==> src/rtl/nfa_pkg.sv <==
// Shared types and constants for the line-anchored character-class matcher.
package nfa_pkg;

    typedef enum logic [1:0] {
        LINE_START = 2'd0,
        IN_RUN     = 2'd1,
        DEAD       = 2'd2
    } state_t;

    localparam logic [7:0] EOL_DEFAULT = 8'h0A;

endpackage

==> src/rtl/nfa_class_match.sv <==
// Combinational character classifier: optional ASCII case fold, then a test
// against NUM_RANGES inclusive ranges; terminator detection uses the raw char.
module nfa_class_match
    import nfa_pkg::*;
#(
    parameter int                            CHAR_W     = 8,
    parameter int                            NUM_RANGES = 1,
    parameter logic [NUM_RANGES*CHAR_W-1:0]  RANGE_LO   = 8'h30,
    parameter logic [NUM_RANGES*CHAR_W-1:0]  RANGE_HI   = 8'h39,
    parameter int                            NOCASE     = 0,
    parameter logic [CHAR_W-1:0]             EOL_CHAR   = EOL_DEFAULT
) (
    input  logic [CHAR_W-1:0] i_char,
    output logic              o_in_class,
    output logic              o_is_eol
);

    localparam logic [CHAR_W-1:0] UPPER_A = CHAR_W'(8'h41);
    localparam logic [CHAR_W-1:0] UPPER_Z = CHAR_W'(8'h5A);
    localparam logic [CHAR_W-1:0] CASE_OFS = CHAR_W'(8'h20);

    logic [CHAR_W-1:0] w_folded;

    always_comb begin
        w_folded = i_char;
        if (NOCASE != 0 && i_char >= UPPER_A && i_char <= UPPER_Z) begin
            w_folded = i_char + CASE_OFS;
        end
    end

    always_comb begin
        o_in_class = 1'b0;
        for (int i = 0; i < NUM_RANGES; i++) begin
            if (w_folded >= RANGE_LO[i*CHAR_W +: CHAR_W] &&
                w_folded <= RANGE_HI[i*CHAR_W +: CHAR_W]) begin
                o_in_class = 1'b1;
            end
        end
    end

    assign o_is_eol = (i_char == EOL_CHAR);

endmodule

==> src/rtl/nfa_line_class_engine.sv <==
// Matches /^[class]{MIN_REP,MAX_REP}$/m over the en-qualified character stream.
// Optional saturating match counter built only when NFA_MATCH_COUNT_EN is defined.
module nfa_line_class_engine
    import nfa_pkg::*;
#(
    parameter int                            CHAR_W     = 8,
    parameter int                            NUM_RANGES = 1,
    parameter logic [NUM_RANGES*CHAR_W-1:0]  RANGE_LO   = 8'h30,
    parameter logic [NUM_RANGES*CHAR_W-1:0]  RANGE_HI   = 8'h39,
    parameter int                            NOCASE     = 0,
    parameter int                            MIN_REP    = 2,
    parameter int                            MAX_REP    = 4,
    parameter logic [CHAR_W-1:0]             EOL_CHAR   = EOL_DEFAULT,
    parameter int                            CNT_W      = 16
) (
    input  logic              clk,
    input  logic              sod,
    input  logic              en,
    input  logic [CHAR_W-1:0] char,
    output logic              out,
    output logic              match_pulse,
    output logic [CNT_W-1:0]  match_count
);

    // One code above MAX_REP marks "too long" so long runs can never wrap back into range.
    localparam int                RUN_W   = $clog2(MAX_REP + 2);
    localparam logic [RUN_W-1:0]  MIN_R   = RUN_W'(MIN_REP);
    localparam logic [RUN_W-1:0]  MAX_R   = RUN_W'(MAX_REP);
    localparam logic [RUN_W-1:0]  RUN_SAT = RUN_W'(MAX_REP + 1);
    localparam logic [RUN_W-1:0]  RUN_ONE = RUN_W'(1);

    state_t            r_state;
    logic [RUN_W-1:0]  r_run;
    logic              r_out;
    logic              r_pulse;
    logic              w_in_class;
    logic              w_is_eol;
    logic              w_match;

    nfa_class_match #(
        .CHAR_W     (CHAR_W),
        .NUM_RANGES (NUM_RANGES),
        .RANGE_LO   (RANGE_LO),
        .RANGE_HI   (RANGE_HI),
        .NOCASE     (NOCASE),
        .EOL_CHAR   (EOL_CHAR)
    ) u_class (
        .i_char     (char),
        .o_in_class (w_in_class),
        .o_is_eol   (w_is_eol)
    );

    assign w_match = (r_state == IN_RUN && r_run >= MIN_R && r_run <= MAX_R) ||
                     (r_state == LINE_START && MIN_REP == 0);

    // The terminator is tested first so it wins even when it lies inside a range.
    always_ff @(posedge clk or posedge sod) begin
        if (sod) begin
            r_state <= LINE_START;
            r_run   <= '0;
            r_out   <= 1'b0;
            r_pulse <= 1'b0;
        end else begin
            r_pulse <= 1'b0;
            if (en) begin
                if (w_is_eol) begin
                    r_state <= LINE_START;
                    r_run   <= '0;
                    if (w_match) begin
                        r_pulse <= 1'b1;
                        r_out   <= 1'b1;
                    end
                end else begin
                    case (r_state)
                        LINE_START: begin
                            if (w_in_class) begin
                                r_state <= IN_RUN;
                                r_run   <= RUN_ONE;
                            end else begin
                                r_state <= DEAD;
                                r_run   <= '0;
                            end
                        end
                        IN_RUN: begin
                            if (w_in_class) begin
                                if (r_run != RUN_SAT) begin
                                    r_run <= r_run + RUN_ONE;
                                end
                            end else begin
                                r_state <= DEAD;
                                r_run   <= '0;
                            end
                        end
                        DEAD: begin
                            r_state <= DEAD;
                        end
                        default: begin
                            r_state <= LINE_START;
                            r_run   <= '0;
                        end
                    endcase
                end
            end
        end
    end

    assign out         = r_out;
    assign match_pulse = r_pulse;

`ifdef NFA_MATCH_COUNT_EN
    logic [CNT_W-1:0] r_count;
    logic             w_match_accept;

    assign w_match_accept = en && w_is_eol && w_match;

    always_ff @(posedge clk or posedge sod) begin
        if (sod) begin
            r_count <= '0;
        end else if (w_match_accept && r_count != {CNT_W{1'b1}}) begin
            r_count <= r_count + CNT_W'(1);
        end
    end

    assign match_count = r_count;
`else
    assign match_count = '0;
`endif

endmodule

==> config.mk <==
export PLATFORM = sky130hd
export DESIGN_NAME = nfa_line_class_engine
export DESIGN_NICKNAME = d
export VERILOG_FILES = /design/src/rtl/nfa_pkg.sv /design/src/rtl/nfa_class_match.sv /design/src/rtl/nfa_line_class_engine.sv
export SDC_FILE = /design/constraint.sdc
export NUM_CORES = 1
export LEC_CHECK = 0
export CAP_MARGIN = 10
export CORE_MARGIN = 5
export CORE_UTILIZATION = 40
export DETAILED_ROUTE_END_ITERATION = 8
export GPL_ROUTABILITY_DRIVEN = 0
export PLACE_DENSITY = 0.77
export SLEW_MARGIN = 20
export SYNTH_ARGS = -nofsm -noshare
export SYNTH_HDL_FRONTEND = slang
export SYNTH_SLANG_ARGS = --single-unit
==> constraint.sdc <==
create_clock -name clk -period 1.5 [get_ports clk]
set_input_delay 0.375 -clock clk [delete_from_list [all_inputs] [get_ports clk]]
set_output_delay 0.375 -clock clk [all_outputs]
set_load 0.03 [all_outputs]
==> results.json <==
{
  "outcome": "complete, but fails checks",
  "violations": "negative setup slack",
  "grt_usage_pct": 10.4,
  "fin_worst_skew_ns": 0.00787,
  "yosys_warnings": 0,
  "first_iter_violations": 9,
  "dp_slack_ns": -0.303,
  "maxCapViolCount": 0,
  "max_freq_mhz": 664,
  "synth_area_per_cell_um2": 9.09,
  "grt_busiest_layer": "met2",
  "setup_slack_ns": -0.00698,
  "finalSetupTns_ns": -0.00698,
  "final_util_pct": 53.9,
  "synth_ff_type": "dfrtp_1",
  "start_util_pct": 42.4,
  "wl_um": 1340,
  "power.density_nw_per_um2": 719,
  "drv_slew": 0,
  "drcViolationCount": 0,
  "ff2ff_path_depth": 6,
  "ant_nets": 0,
  "grt_first_pass_wirelength_um": 2040,
  "first_pass_iters": 5,
  "setup_viol": 1,
  "path_cells": "clkdlybuf4s50_1, nor4b_4, a41o_2, o211ai_1, a22o_1",
  "clk_pin_slew_ns": 0.05,
  "core_um2": 1520,
  "synthMuxAreaShare_pct": 1.55,
  "synthXorXnorAreaFrac_pct": 0,
  "wl_per_cell_um": 12.5,
  "synth-seq-area-share_pct": 27.1,
  "nets": 109,
  "final_area_um2": 822,
  "cp.arrival_ns": 1.65,
  "path_class": "input port to flop",
  "grt_use_met3_pct": 4.44,
  "synth_top_area_share_pct": 27.1,
  "overflow": 0,
  "synth-compound-area-share_pct": 15.3,
  "grt_use_met1_pct": 11.7,
  "p_leak_nw": 0.435,
  "yosys.area_share.simple_pct": 20.5,
  "synthCells": 71,
  "io_buffers": 12,
  "grt_max_degree": 8,
  "cts_htree_levels": 1,
  "fillCellCount": 147,
  "worstReg2RegStart": "r_state[0]",
  "synth_area_leaders": "dfrtp_1 27%, buf_4 19%, ha_1 12%",
  "synth_adder_area_share_pct": 11.6,
  "vias": 517,
  "dieArea_um2": 2520,
  "clk_latency_ns": 0.25,
  "rsz0062_at_grt": "yes",
  "cp_data_required_time_ns": 1.64,
  "die_width_um": 50.2,
  "clk_path_buf_depth": 2,
  "critical_path.max_fanout": 4,
  "antennaDiodeCount": 0,
  "synth_edf_count": 0,
  "layout_min_cycle_time_ns": 1.51,
  "rows": 14,
  "synth_cell_types": 29,
  "worstReg2RegEnd": "r_run[1]",
  "max-vdd-ir-drop_mv": 0.513,
  "synth_async_sr_flop_share_pct": 100,
  "antenna_found_initial": 0,
  "viasPerCell": 4.83,
  "place_hpwl_um": 1070,
  "placed_area_um2": 744,
  "die_h_um": 50.2,
  "cts_tree": "built",
  "cp-end-kind": "flop",
  "areaGrowthSynthToFinish_pct": 27.3,
  "synth_area_um2": 646,
  "synth_top_family_by_area": "buffers and inverters",
  "yosysTopAreaCell": "dfrtp_1",
  "cp_slowest_cell": "clkdlybuf4s50_1",
  "grt_pass1_vias": 459,
  "gr-usage-met2_pct": 17.8,
  "cts.sinks": 7,
  "cts_root_buf": "clkbuf_4",
  "io_pins": 29,
  "slowest_delay_ns": 0.50,
  "hold_path.class": "input port to asynchronous set/reset pin",
  "ys_ff_latch": 7,
  "cts_inserted_buffers": 3,
  "finalCritPeriodShare_pct": 100,
  "r2r_setup_slack_ns": 0.07,
  "cp-start-kind": "input port",
  "drive_above_1_share_pct": 22.0,
  "hold_viol": 0
}
## cell families (layout without fill, tap and decap cells)
| logic type | after synthesis | count (layout) |
|---|---|---|
| AO/OA/AOI/OAI | 13 | 13 |
| adder cells (fa/ha/maj) | 6 | 6 |
| buffers and inverters | 24 | 29 |
| flip-flops | 7 | 7 |
| multiplexers | 1 | 1 |
| other | 1 | 16 |
| AND/OR/NAND/NOR | 19 | 19 |
## what timing repair did
action	4_1_cts	5_1_grt
gates resized for setup	5	11
pin swaps	3	5
hold buffers	0	0
setup endpoints to repair	4	3
setup buffers	0	2
## power breakdown
group	switching [W]	internal, W	leakage, nW
clock	0.0000669	0.000101	0.0150
combinational	0.000120	0.0000806	0.326
sequential	0.0000197	0.000203	0.0933
## routing by layer
layer,vias to the layer above,routed length [um],share of wire [%]
met2,25,704,53
met5,-,0,0
met1,237,489,37
met3,4,114,8.5
met4,0,27,2.0
li1,251,-,-
## area by class of cell
cell class	instances	area, um2	share of cell area [%]
multi-input cells	55	408	49.6
flip-flops and latches	7	175	21.3
repair buffers	17	163	19.8
inverters	8	30.0	3.65
clock buffers	4	26.3	3.20
well taps	16	20.0	2.44
## synthesized netlist by cell type (2+ instances only)
library cell / count
inv_1: 8
nand2_1: 4
and3_1: 2
ha_1: 6
nand3_1: 2
nor3b_1: 2
a21oi_1: 3
nand4_1: 2
dfrtp_1: 7
buf_4: 16
## worst max-delay path by stage
stage	startpoint	to
2_1_floorplan	r_state[0]	r_run[1]
3_3_place_gp	char[2]	r_run[1]
3_5_place_dp	char[2]	r_run[1]
4_1_cts	char[3]	r_run[1]
5_1_grt	char[3]	r_run[1]
6_report	char[3]	r_run[1]
## critical path: cells and delay by family
family / cells / cell delay [ns]
AND/OR/NAND/NOR: 1 / 0.22
AO/OA/AOI/OAI: 3 / 0.54
buffers and inverters: 1 / 0.50
## state kept, by name, indices dropped and copies added, names as in the netlist
| register | cells |
|---|---|
| r_run | 3 |
| r_state | 2 |
| match_pulse | 1 |
| out | 1 |
## per-stage QoR
stage          instances  total power [W]  hold WS [ns]
2_1_floorplan         86         0.000387         0.178
3_3_place_gp         101         0.000411         0.448
3_5_place_dp         101         0.000414         0.467
4_1_cts              105         0.000588         0.339
5_1_grt              107         0.000634         0.355
6_report             107         0.000591         0.339
## cell usage in the layout, fill, tap and decap left out, drive strengths merged, types with 3 or more instances in the layout
| master | Yosys | layout |
|---|---|---|
| conb | 1 | 16 |
| clkbuf | 0 | 4 |
| dlygate4sd2 | 0 | 4 |
| buf | 16 | 5 |
| dlymetal6s2s | 0 | 4 |
| dfrtp | 7 | 7 |
| nand2 | 4 | 4 |
| inv | 8 | 8 |
| ha | 6 | 6 |
| clkdlybuf4s50 | 0 | 4 |
| a21oi | 3 | 3 |
Note: power is estimated with default switching activity, not from simulation.
